File: config.mk
export PLATFORM = sky130hd
export DESIGN_NAME = imem_boot_loader
export DESIGN_NICKNAME = d
export VERILOG_FILES = /design/src/rtl/boot_pkg.sv /design/src/rtl/boot_cycle_timer.sv /design/src/rtl/imem_boot_loader.sv
export SDC_FILE = /design/constraint.sdc
export NUM_CORES = 1
export LEC_CHECK = 0
export BUFFER_PORTS_ARGS = -buffer_cell sky130_fd_sc_hd__buf_2
export CORE_MARGIN = 3
export CORE_UTILIZATION = 48
export DETAILED_ROUTE_END_ITERATION = 10
export PLACE_DENSITY = 0.83
export SETUP_SLACK_MARGIN = 0.05
export SYNTH_ARGS = -nofsm -noshare
export SYNTH_HDL_FRONTEND = slang
export SYNTH_HIERARCHICAL = 1
export SYNTH_SLANG_ARGS = --single-unit
File: constraint.sdc
create_clock -name clk -period 5.46 [get_ports clk]
set_clock_uncertainty 0.15 [all_clocks]
set_input_delay 1.092 -clock clk [delete_from_list [all_inputs] [get_ports clk]]
set_output_delay 1.092 -clock clk [all_outputs]
set_load 0.02 [all_outputs]
File: src/rtl/boot_pkg.sv
// Shared boot-loader definitions: sequencer state encoding and the widths
// that the processor top also relies on.
package boot_pkg;

  localparam int BOOT_ADDR_W = 32;
  localparam int BOOT_DATA_W = 16;
  localparam int BOOT_CNT_W  = 16;
  localparam int BOOT_TMR_W  = 16;

  typedef enum logic [2:0] {
    IDLE  = 3'd0,
    CLEAR = 3'd1,
    LOAD  = 3'd2,
    HOLD  = 3'd3,
    RUN   = 3'd4,
    ERROR = 3'd5
  } boot_state_t;

endpackage

File: src/rtl/boot_cycle_timer.sv
// Loadable down-counter that sits at zero until it is reloaded. Shared by the
// memory-clear phase and the CPU reset-hold phase.
module boot_cycle_timer #(
  parameter int W = 16
) (
  input  logic         clk,
  input  logic         reset,
  input  logic         load,
  input  logic [W-1:0] load_val,
  output logic         zero
);

  logic [W-1:0] cnt;

  always_ff @(posedge clk or posedge reset) begin
    if (reset) begin
      cnt <= '0;
    end else if (load) begin
      cnt <= load_val;
    end else if (cnt != '0) begin
      cnt <= cnt - W'(1);
    end
  end

  assign zero = (cnt == '0);

endmodule

File: src/rtl/imem_boot_loader.sv
// Boot sequencer: clears instruction memory, streams an image into it over the fm
// write port, then releases the CPU. Define BOOT_CHECKSUM_EN to verify the image sum.
module imem_boot_loader
  import boot_pkg::*;
#(
  parameter int                ADDR_W     = BOOT_ADDR_W,
  parameter int                DATA_W     = BOOT_DATA_W,
  parameter logic [ADDR_W-1:0] START_ADDR = 'h20,
  parameter int                MAX_WORDS  = 1024,
  parameter int                CLR_CYCLES = 2,
  parameter int                RST_CYCLES = 4
) (
  input  logic                  clk,
  input  logic                  reset,
  input  logic                  start,
  input  logic                  in_valid,
  output logic                  in_ready,
  input  logic [DATA_W-1:0]     in_data,
  input  logic                  in_last,
  input  logic [DATA_W-1:0]     exp_sum,
  output logic                  rst_fm,
  output logic                  write_enable_fm,
  output logic [ADDR_W-1:0]     write_addr_fm,
  output logic [DATA_W-1:0]     write_data_fm,
  output logic                  cpu_reset,
  input  logic                  irq_in,
  output logic                  interrupt,
  output logic                  done,
  output logic                  error,
  output logic [BOOT_CNT_W-1:0] word_count,
  output boot_state_t           state_dbg
);

  boot_state_t           state, next_state;
  logic [ADDR_W-1:0]     addr_q;
  logic                  accept;
  logic                  sum_ok;
  logic                  enter_clear;
  logic                  tmr_load;
  logic                  tmr_zero;
  logic [BOOT_TMR_W-1:0] tmr_val;

  // Source handshake: a word transfers on any rising edge where in_valid and
  // in_ready are both high; in_data/in_last are ignored in every other cycle.
  assign accept    = in_valid && in_ready;
  assign state_dbg = state;

`ifdef BOOT_CHECKSUM_EN
  logic [DATA_W-1:0] sum_q;

  always_ff @(posedge clk or posedge reset) begin
    if (reset) begin
      sum_q <= '0;
    end else if (enter_clear) begin
      sum_q <= '0;
    end else if (accept) begin
      sum_q <= sum_q + in_data;
    end
  end

  // The final word is folded in combinationally so the verdict lands on its accept edge.
  assign sum_ok = ((sum_q + in_data) == exp_sum);
`else
  logic [DATA_W-1:0] exp_sum_unused;
  assign exp_sum_unused = exp_sum;
  assign sum_ok         = 1'b1;
`endif

  boot_cycle_timer #(
    .W(BOOT_TMR_W)
  ) u_timer (
    .clk      (clk),
    .reset    (reset),
    .load     (tmr_load),
    .load_val (tmr_val),
    .zero     (tmr_zero)
  );

  always_ff @(posedge clk or posedge reset) begin
    if (reset) begin
      state <= IDLE;
    end else begin
      state <= next_state;
    end
  end

  always_comb begin
    next_state = state;
    tmr_load   = 1'b0;
    tmr_val    = '0;
    unique case (state)
      IDLE:  if (start) next_state = CLEAR;
      CLEAR: if (tmr_zero) next_state = LOAD;
      LOAD: begin
        if (start) begin
          next_state = CLEAR;
        end else if (accept) begin
          if (in_last) begin
            next_state = sum_ok ? HOLD : ERROR;
          end else if (word_count == BOOT_CNT_W'(MAX_WORDS - 1)) begin
            next_state = ERROR;
          end
        end
      end
      HOLD: begin
        if (start) begin
          next_state = CLEAR;
        end else if (tmr_zero) begin
          next_state = RUN;
        end
      end
      RUN, ERROR: if (start) next_state = CLEAR;
      default: next_state = IDLE;
    endcase
    enter_clear = (next_state == CLEAR) && (state != CLEAR);
    // HOLD spans the last-write cycle plus RST_CYCLES more, so the timer loads RST_CYCLES.
    if (enter_clear) begin
      tmr_load = 1'b1;
      tmr_val  = BOOT_TMR_W'(CLR_CYCLES - 1);
    end else if ((next_state == HOLD) && (state != HOLD)) begin
      tmr_load = 1'b1;
      tmr_val  = BOOT_TMR_W'(RST_CYCLES);
    end
  end

  always_ff @(posedge clk or posedge reset) begin
    if (reset) begin
      rst_fm          <= 1'b0;
      in_ready        <= 1'b0;
      cpu_reset       <= 1'b1;
      done            <= 1'b0;
      error           <= 1'b0;
      interrupt       <= 1'b0;
      write_enable_fm <= 1'b0;
      write_addr_fm   <= START_ADDR;
      write_data_fm   <= '0;
      addr_q          <= START_ADDR;
      word_count      <= '0;
    end else begin
      rst_fm          <= (next_state == CLEAR);
      in_ready        <= (next_state == LOAD);
      cpu_reset       <= (next_state != RUN);
      done            <= (next_state == RUN);
      error           <= (next_state == ERROR);
      interrupt       <= irq_in && (state == RUN) && (next_state == RUN);
      // An accepted word is always written, even if a restart arrives alongside it.
      write_enable_fm <= accept;
      if (accept) begin
        write_addr_fm <= addr_q;
        write_data_fm <= in_data;
      end
      if (enter_clear) begin
        addr_q     <= START_ADDR;
        word_count <= '0;
      end else if (accept) begin
        addr_q     <= addr_q + ADDR_W'(1);
        word_count <= word_count + BOOT_CNT_W'(1);
      end
    end
  end

endmodule

; Word-level counts from Yosys, hierarchy flattened
; Index checks and enable logic that the tools add are counted.
[totals]
register_bits = 122
in_bits = 38
wordCells = 60
[op_classes]
add_sub_neg = 3
n_eq_ne = 14
n_mux = 19
n_reduce_logical = 11
[ops]
columns = operator, n
row1 = $mux 16, 4
row2 = $mux 32, 2
row3 = $add 32x1->32 const B, 1
row4 = $mux 3, 10
row5 = $add 16x1->16 const B, 1
row6 = $eq 16x10->1 const B, 1
row7 = $logic_not 16->1, 1
row8 = $reduce_bool 16->1, 1
row9 = $sub 16x1->16 const B, 1
row10 = $eq 3x2->1 const B, 4
row11 = $eq 3x3->1 const B, 4
row12 = $pmux 3 s4, 1
row13 = $eq 3x1->1 const B, 2
row14 = $logic_and 1x1->1, 5
row15 = $reduce_bool 2->1, 2
row16 = $logic_not 3->1, 1
row17 = $ne 3x1->1 const B, 1
row18 = $ne 3x2->1 const B, 1
row19 = $ne 3x3->1 const B, 1
row20 = $reduce_or 3->1, 1
row21 = $mux 1, 2

; Depth between registers and ports, before layout
; Gate-level depths: netlist of the first run.
[logic_depth]
depth_word = 11
mapped_depth = 13
ltp_nobuf = 11

; Cells and area by module
; Netlist of the first run, hierarchy kept.
[by_module_without_submodules]
columns = module, instances, cells_per_inst, area_per_inst_um2, seq_area_each_um2
row1 = imem_boot_loader, 1, 521, 4790.8, 2656.3
row2 = boot_cycle_timer, 1, 108, 982.2, 400.4

; Worst setup path after synthesis of the first run
; No wires, ideal clock.
[synth_path]
path_kind = input to register
startpoint = in in_valid
endpoint = reg u_timer.cnt[1]
setup_ns = 0.100
arrival_time_ns = 3.017
setup_slack_ns = 2.193
cell_stages = 9
path_buffers = 3
cell_sequence = nand4_1 -> or3_1 -> buf_2 -> o21a_1 -> nor4_1 -> clkbuf_1 -> clkbuf_1 -> nor3_1 -> a311oi_1
[synth_between]
elab_chain_len = 9
elab_cells_between_ends = 13
[synth_rtl]
columns = item, line_no
row1 = from (decl), imem_boot_loader.sv:16  ; input logic in_valid,
row2 = $logic_and 1x1->1 (*), imem_boot_loader.sv:45  ; assign accept = in_valid && in_ready;
row3 = $mux 3 (*), imem_boot_loader.sv:97  ; end else if (accept) begin
row4 = $mux 3 (*), imem_boot_loader.sv:95  ; if (start) begin
row5 = $pmux 3 s4 (*), imem_boot_loader.sv:91  ; unique case (state)
row6 = $eq 3x2->1, imem_boot_loader.sv:120  ; end else if ((next_state == HOLD) && (state != HOLD)) begin
row7 = $logic_and 1x1->1, imem_boot_loader.sv:120
row8 = $mux 1, imem_boot_loader.sv:120
row9 = $mux 1 (*), imem_boot_loader.sv:117  ; if (enter_clear) begin
row10 = net tmr_load, imem_boot_loader.sv:39  ; logic tmr_load;
row11 = $mux 16 or $reduce_bool 2->1 (tied branches), -
row12 = to (signal assigned), boot_cycle_timer.sv:19  ; cnt <= load_val;
row13 = to (signal assigned), boot_cycle_timer.sv:21  ; cnt <= cnt - W'(1);
row14 = to (decl), boot_cycle_timer.sv:13  ; logic [W-1:0] cnt;
; Mark *: on every way through the listed nets, which the timed path passes. The rest lies on a longest branch.
; A chain may end at the register's enable or synchronous reset.

; Final worst setup path of the first run
[layout_path]
startpoint = reg u_timer.cnt[2]
endpoint = reg u_timer.cnt[14]
[layout_between]
elab_chain_len = 9
elab_cells_between_ends = 16
[layout_rtl]
columns = item, line_no
row1 = $logic_not 16->1 (*), boot_cycle_timer.sv:25  ; assign zero = (cnt == '0);
row2 = net tmr_zero, imem_boot_loader.sv:40  ; logic tmr_zero;
row3 = $mux 3, imem_boot_loader.sv:108  ; end else if (tmr_zero) begin
row4 = $mux 3, imem_boot_loader.sv:106  ; if (start) begin
row5 = $pmux 3 s4 (*), imem_boot_loader.sv:91
row6 = $eq 3x2->1, imem_boot_loader.sv:120
row7 = $logic_and 1x1->1, imem_boot_loader.sv:120
row8 = $mux 1, imem_boot_loader.sv:120
row9 = $mux 1 (*), imem_boot_loader.sv:117
row10 = net tmr_load, imem_boot_loader.sv:39
row11 = $mux 16 or $reduce_bool 2->1 (tied branches), -
; Mark *: on every way through the listed nets, which the timed path passes. The rest lies on a longest branch. The select of a mux whose other input is x is not followed.

==> results of run 1 <==
worst max-delay path, stage by stage, from the launching register on:
cell	delay [ns]
dfrtp_1	0.43
nor4_1	0.81
and4_1	0.57
mux2i_1	0.13
a221oi_1	0.37
o21a_1	0.29
nor4_2	0.07
buf_4	0.23
o41ai_1	0.38
a31o_1	0.15
state kept, by name (all words and copies together) (netlist names):
| name | cells |
|---|---|
| addr_q | 32 |
| write_addr_fm | 32 |
| u_timer/cnt | 16 |
| word_count | 16 |
| write_data_fm | 16 |
| state_dbg | 3 |
| cpu_reset | 1 |
| done | 1 |
| error | 1 |
| in_ready | 1 |
| interrupt | 1 |
| rst_fm | 1 |
| write_enable_fm | 1 |
per-stage QoR:
step,worst slack (ns),utilization [%]
final,1.79,60.7
after detailed placement,1.71,55.3
after global placement,1.82,55.3
after global routing,1.60,60.7
after floorplan,1.43,-
after CTS,1.87,60.7
per-layer routing:
metal  up-vias  routed length (µm)  track usage [%]
met3        24                 778             4.65
met5         -                   0                0
met2       172                6540             35.5
li1       2371                   -                -
met4         0                 272             8.89
met1      2398                5710             26.7
worst max-delay path by stage:
stage                     slack [ns]  cells after the start                          end
after floorplan                 1.43                      1        addr_q[0]$_DFFE_PP0P_
after global placement          1.82                      9  u_timer/cnt[15]$_DFFE_PP0P_
after detailed placement        1.71                      9  u_timer/cnt[15]$_DFFE_PP0P_
after CTS                       1.87                      9  u_timer/cnt[14]$_DFFE_PP0P_
after global routing            1.60                      9  u_timer/cnt[14]$_DFFE_PP0P_
final                           1.79                      9  u_timer/cnt[14]$_DFFE_PP0P_
logic make-up after synthesis:
group,Yosys count
multiplexers,9
other,1
AND/OR/NAND/NOR,336
XOR/XNOR,31
flip-flops,122
AO/OA/AOI/OAI,79
adder cells (fa/ha/maj),3
buffers and inverters,48
cells in the final DEF, fill, tap and decap left out, types with 5 or more instances in the layout:
cell,Yosys,final
or3_1,13,13
buf_4,0,5
conb_1,1,14
inv_1,14,13
xnor2_1,15,15
mux2i_1,9,9
clkbuf_8,0,6
nand2_1,182,181
nand3_1,20,20
xor2_1,16,16
nand2b_1,9,9
and4_1,9,9
nor3_1,11,11
o31ai_1,13,13
o21ai_0,20,20
clkbuf_16,0,17
or4_1,10,10
nor2_1,32,32
dfrtp_1,119,119
nand4_1,19,19
buf_2,4,95
a21oi_1,23,23
nor4_1,9,8
area by class of cell:
type | instances | area [µm²] | area share (%)
Inverter | 16 | 62.6 | 0.890
Timing Repair Buffer | 100 | 513 | 7.30
Clock inverter | 6 | 108 | 1.53
Clock buffer | 26 | 519 | 7.39
Sequential cell | 122 | 3060 | 43.5
Multi-Input combinational cell | 472 | 2590 | 36.8
Tap cell | 143 | 179 | 2.55
power groups by stage:
| stage | logic [mW] | registers [mW] | clock network [mW] |
|---|---|---|---|
| 3_5_place_dp | 0.301 | 1.06 | 0 |
| 3_3_place_gp | 0.282 | 1.06 | 0 |
| 4_1_cts | 0.302 | 1.05 | 1.18 |
| 2_1_floorplan | 0.239 | 1.04 | 0 |
| 5_1_grt | 0.340 | 1.06 | 1.23 |
| 6_report | 0.301 | 1.06 | 1.17 |
==> results.txt, run 1 <==
----------------------------------------------------
[Status]
  Outcome ... complete, no violations

[Power and ir drop]
  Power per Cell Area ... 360 nW/µm²
  Internal power contribution ... 1.89 mW
  Part of the total power dissipated in the clock network ... 46.2%
  Sequential share of power ... 41.8%
  Worst-case vdd ir drop ... 0.251 mV
  Post-layout total power ... 2.53 mW
  Fraction of power spent switching nets ... 25.3%
  P_sw ... 0.640 mW
  Portion of total power attributed to combinational logic ... 11.9%
  Static leakage ... 3.54 nW

[Cells and area]
  Final standard cell area without fillers ... 7030 µm²
  Net count, final ... 770
  FILL cells ... 947
  Count of antenna diodes in the layout ... 0
  Area growth from synthesis to final layout ... 21.7%
  Fraction of final layout cells sized beyond drive strength 1 ... 19.3%
  Fin cells ... 885

[Routing]
  Vias after detailed routing ... 4965
  Total detailed-routing wirelength ... 13.3 mm
  Average wire per standard cell ... 15.0 µm
  Vias per inst ... 5.61
  1st-pass router iterations ... 7
  Antenna violation net count after detailed routing ... 0
  Initial detailed-routing violation count ... 329
  DR DRC count ... 0

[CTS]
  Number of buffers on the longest clock path ... 2
  Cts hold-fix bufs ... 0
  Number of gates resized after CTS ... 0
  Number of buffers added for setup after CTS ... 0
  Root buf cell ... clkbuf_16
  CTS H-tree depth ... 4
  TritonCTS Buffers ... 17
  CTS tree ... done
  Clk sinks ... 122
  Later-pin clock latency in the skew report ... 0.42 ns
  Clock-pin slew on the worst setup and hold paths ... 0.06 ns

[Timing]
  Setup repair after global routing missed its margin ... false
  Final hold slack ... 0.317 ns
  Final-report max-slew violation count ... 0
  Setup tns final ... 0 ns
  Relative slew slack ... 39.2%
  Actual slew at the worst max-slew pin ... 0.904 ns
  Final setup violation count ... 0
  Achievable clock frequency ... 0.273 GHz
  Post-route fraction of the period consumed by the critical path ... 67.2%
  Minimum period implied by the final worst setup slack ... 3.67 ns
  Final number of hold-violating endpoints ... 0

[Yosys]
  Cell accounting for the most synthesized area ... dfrtp_1
  Post-Synthesis Mean Instance Area ... 9.18 µm²
  Leading post-synthesis cells by instance count ... 182 x nand2_1, 119 x dfrtp_1, 32 x nor2_1
  Cells after synthesis ... 629
  Proportion of netlist area held by the largest area contributor ... 51.6%
  Most common cell in the synthesized netlist ... nand2_1
  Post-synthesis adder-cell area fraction ... 0.650%
  Distinct cell type count of the synthesized netlist ... 57
  Most used DFF post-synth ... dfrtp_1
  Proportion of synthesized chip area in sequential cells ... 52.9%
  Dominant combinational cell family by area after synthesis ... simple AND/OR/NAND/NOR gates
  Number of flip-flops and latches in the synthesized netlist ... 122
  EDFF count, synth ... 0
  Yosys synthesis warning count ... 6
  Area fraction in and, or, nand and nor cells after synthesis ... 28.0%
  Synth Cell Area ... 5770 µm²
  Parity-gate share of the synthesized area counting xor and xnor cells ... 4.70%
  Cell types with the largest area share after synthesis ... dfrtp_1 52%, nand2_1 12%, xor2_1 2.4%
  Share of cell area taken by muxes after synthesis ... 1.56%
  Complex-gate fraction of the synthesized area ... 8.86%
  Synth async-reset ratio ... 100%

[Critical path]
  Signal arrival time at the worst endpoint ... 3.87 ns
  Number of cells on the worst reg-to-reg path ... 9
  Minimum setup slack among reg-to-reg paths ... 1.79 ns
  Nature of the critical path startpoint ... register
  CP startpoint ... u_timer/cnt[2]$_DFFE_PP0P_
  Critical path required time ... 5.66 ns
  Kind of critical path ... reg -> reg
  Reg2Reg Launch Point ... u_timer/cnt[2]$_DFFE_PP0P_
  Endpoint of the lowest-slack register-to-register path ... u_timer/cnt[14]$_DFFE_PP0P_
  Maximum fanout count along the critical path ... 25
  Nature of the critical path endpoint ... register

[Worst hold path]
  Type of the most critical hold path ... reg -> reg
  Cell depth of the worst min-delay path ... 2
  Hold path startpoint ... write_addr_fm[17]$_DFFE_PP0P_
  Hold EP ... write_addr_fm[17]$_DFFE_PP0P_

[Floorplanning]
  Effective utilization at floorplan ... 49.9%
  Overall die area ... 13400 µm²
  Top-Level Pins ... 112
  Die Height ... 116 µm
  Standard cell core area ... 11600 µm²
  Die Width ... 116 µm
  Num rows ... 39

[Placed design]
  Number of port buffers ... 95
  Number of instances in the placed design ... 853
  Placer's final routability congestion estimate ... 0.872
  Final HPWL from detailed placement ... 8.98 mm
  Area after DPL ... 6400 µm²

[GRT]
  Largest net degree at the start of global routing ... 68
  Remaining Overflow, GRT ... 0
  Number of global-route vias before repair ... 4818
  Overall fraction of global-route tracks in use ... 21.2%
  First-pass GRT wire length ... 22.7 mm
  Number of antenna violations at the first check in global routing ... 0

[Run]
  Max_cap viols ... 0

----------------------------------------------------
Power figures use the tool's default switching activity.
==> inputs of run 2 (changes only) <==
--- a/config.mk
+++ b/config.mk
@@ -9,7 +9,7 @@
 export CORE_MARGIN = 3
 export CORE_UTILIZATION = 48
 export DETAILED_ROUTE_END_ITERATION = 10
-export PLACE_DENSITY = 0.83
+export PLACE_DENSITY = 0.86
 export SETUP_SLACK_MARGIN = 0.05
 export SYNTH_ARGS = -nofsm -noshare
 export SYNTH_HDL_FRONTEND = slang
==> constraint.sdc (replaced) <==
create_clock -name clk -period 3.2 [get_ports clk]
set_clock_uncertainty 0.15 [all_clocks]
set_input_delay 0.64 -clock clk [delete_from_list [all_inputs] [get_ports clk]]
set_output_delay 0.64 -clock clk [all_outputs]
set_load 0.02 [all_outputs]
==> results.txt, run 2 (same netlist as run 1, synthesis figures left out) <==
----------------------------------------------------
[Routing]
  Vias per inst ... 5.50
  Average wire per standard cell ... 14.8 µm
  Antenna violation net count after detailed routing ... 0
  Vias after detailed routing ... 4939
  DR DRC count ... 0
  Initial detailed-routing violation count ... 348
  1st-pass router iterations ... 4
  Total detailed-routing wirelength ... 13.3 mm

[CTS]
  Root buf cell ... clkbuf_16
  CTS tree ... done
  CTS H-tree depth ... 4
  Clk sinks ... 122
  Clock-pin slew on the worst setup and hold paths ... 0.06 ns
  Later-pin clock latency in the skew report ... 0.41 ns
  Number of buffers added for setup after CTS ... 0
  Number of buffers on the longest clock path ... 2
  TritonCTS Buffers ... 17

[GRT]
  Remaining Overflow, GRT ... 0
  Largest net degree at the start of global routing ... 59
  First-pass GRT wire length ... 22.5 mm
  Overall fraction of global-route tracks in use ... 20.9%
  Number of global-route vias before repair ... 4777
  Number of antenna violations at the first check in global routing ... 0

[Critical path]
  Number of cells on the worst reg-to-reg path ... 9
  Kind of critical path ... reg -> reg
  Crit-path leading delay family ... compound AO/OA/AOI/OAI gates
  Endpoint of the lowest-slack register-to-register path ... u_timer/cnt[14]$_DFFE_PP0P_
  Biggest cell delay along the critical path ... 0.44 ns
  Nature of the critical path endpoint ... register
  Bufs and invs on worst path ... 1
  Nature of the critical path startpoint ... register
  Minimum setup slack among reg-to-reg paths ... 0.23 ns
  Cells traversed along the worst timing path ... nor4_1, and4_1, mux2i_1, a221oi_1, o21a_2, nor4_2, buf_4, o41ai_1, a31o_1
  Reg2Reg Launch Point ... u_timer/cnt[2]$_DFFE_PP0P_
  Signal arrival time at the worst endpoint ... 3.17 ns
  Highest-delay cell along the critical path ... nor4_1
  Maximum fanout count along the critical path ... 24
  Critical path required time ... 3.40 ns

[Placed design]
  Area after DPL ... 6510 µm²
  Number of port buffers ... 95
  Number of instances in the placed design ... 866
  Placer's final routability congestion estimate ... 0.931
  Post-placement setup slack ... 0.266 ns
  Final HPWL from detailed placement ... 8.80 mm

[Cells and area]
  Net count, final ... 783
  Fraction of final layout cells sized beyond drive strength 1 ... 21.1%
  Area growth from synthesis to final layout ... 22.9%
  Fin util ... 61.3%
  Final standard cell area without fillers ... 7090 µm²
  FILL cells ... 948
  Most frequent cells in the layout ... 181 x nand2_1, 119 x dfrtp_1, 95 x buf_2
  Top flop regs ... addr_q (32), write_addr_fm (32)
  Fin cells ... 898
  Most common library cell in the layout ignoring fill and taps ... nand2_1
  Count of antenna diodes in the layout ... 0

[Run]
  Max_cap viols ... 0

[Power and ir drop]
  Static leakage ... 3.58 nW
  Worst-case vdd ir drop ... 0.360 mV
  Post-layout total power ... 4.22 mW
  Power per Cell Area ... 595 nW/µm²

[Timing]
  Relative slew slack ... 53.0%
  Final-report max-slew violation count ... 0
  Minimum period implied by the final worst setup slack ... 2.97 ns
  Setup repair after global routing missed its margin ... false
  Achievable clock frequency ... 0.337 GHz
  Final hold slack ... 0.175 ns
  Post-route fraction of the period consumed by the critical path ... 92.7%
  Worst Slack Setup Final ... 0.232 ns
  Actual slew at the worst max-slew pin ... 0.704 ns
  Final setup violation count ... 0
  Setup tns final ... 0 ns
  Final number of hold-violating endpoints ... 0

[Floorplanning]
  Top-Level Pins ... 112
  Overall die area ... 13400 µm²
  Die Width ... 116 µm
  Standard cell core area ... 11600 µm²
  Effective utilization at floorplan ... 49.9%
  Num rows ... 39
  Die Height ... 116 µm

[Worst hold path]
  Type of the most critical hold path ... in -> async

[Status]
  Outcome ... complete, no violations

----------------------------------------------------
## run 2: how the worst max path moves through the flow
stage | cells past startpoint | start | slack [ns] | end
CTS | 9 | u_timer/cnt[12]$_DFFE_PP0P_ | 0.20 | u_timer/cnt[14]$_DFFE_PP0P_
floorplan | 11 | u_timer/cnt[2]$_DFFE_PP0P_ | 0.14 | u_timer/cnt[1]$_DFFE_PP0P_
global route | 11 | u_timer/cnt[0]$_DFFE_PP0P_ | 0.06 | u_timer/cnt[14]$_DFFE_PP0P_
detailed placement | 11 | u_timer/cnt[0]$_DFFE_PP0P_ | 0.27 | u_timer/cnt[14]$_DFFE_PP0P_
global placement | 11 | u_timer/cnt[0]$_DFFE_PP0P_ | 0.35 | u_timer/cnt[14]$_DFFE_PP0P_
finish | 9 | u_timer/cnt[2]$_DFFE_PP0P_ | 0.23 | u_timer/cnt[14]$_DFFE_PP0P_
## run 2: what timing repair did
item	in CTS	in global routing
hold buffers	0	0
endpoints found under the hold margin	0	0
setup endpoints to repair	0	1
gates resized for setup	0	2
## run 2: cell type report
class,count,area (µm²),share of cell area (%)
Clock buffer,19,433,6.10
Clock inverter,13,144,2.03
Inverter,16,63.8,0.899
Multi-Input combinational cell,472,2590,36.6
Sequential cell,122,3060,43.1
Tap cell,143,179,2.52
Timing Repair Buffer,113,623,8.78
## run 2: power breakdown
part | total (mW) | switching [mW] | internal [mW]
clock | 1.86 | 0.708 | 1.15
combinational | 0.550 | 0.301 | 0.249
sequential | 1.81 | 0.160 | 1.65
total | 4.22 | 1.17 | 3.05
## run 2: per-layer routing
metal,vias to the layer above,routed length [µm],GRT usage [%]
met5,-,0,0
met4,0,184,7.42
met3,22,779,5.17
met2,152,6400,34.6
met1,2370,5960,27.0
li1,2395,-,-
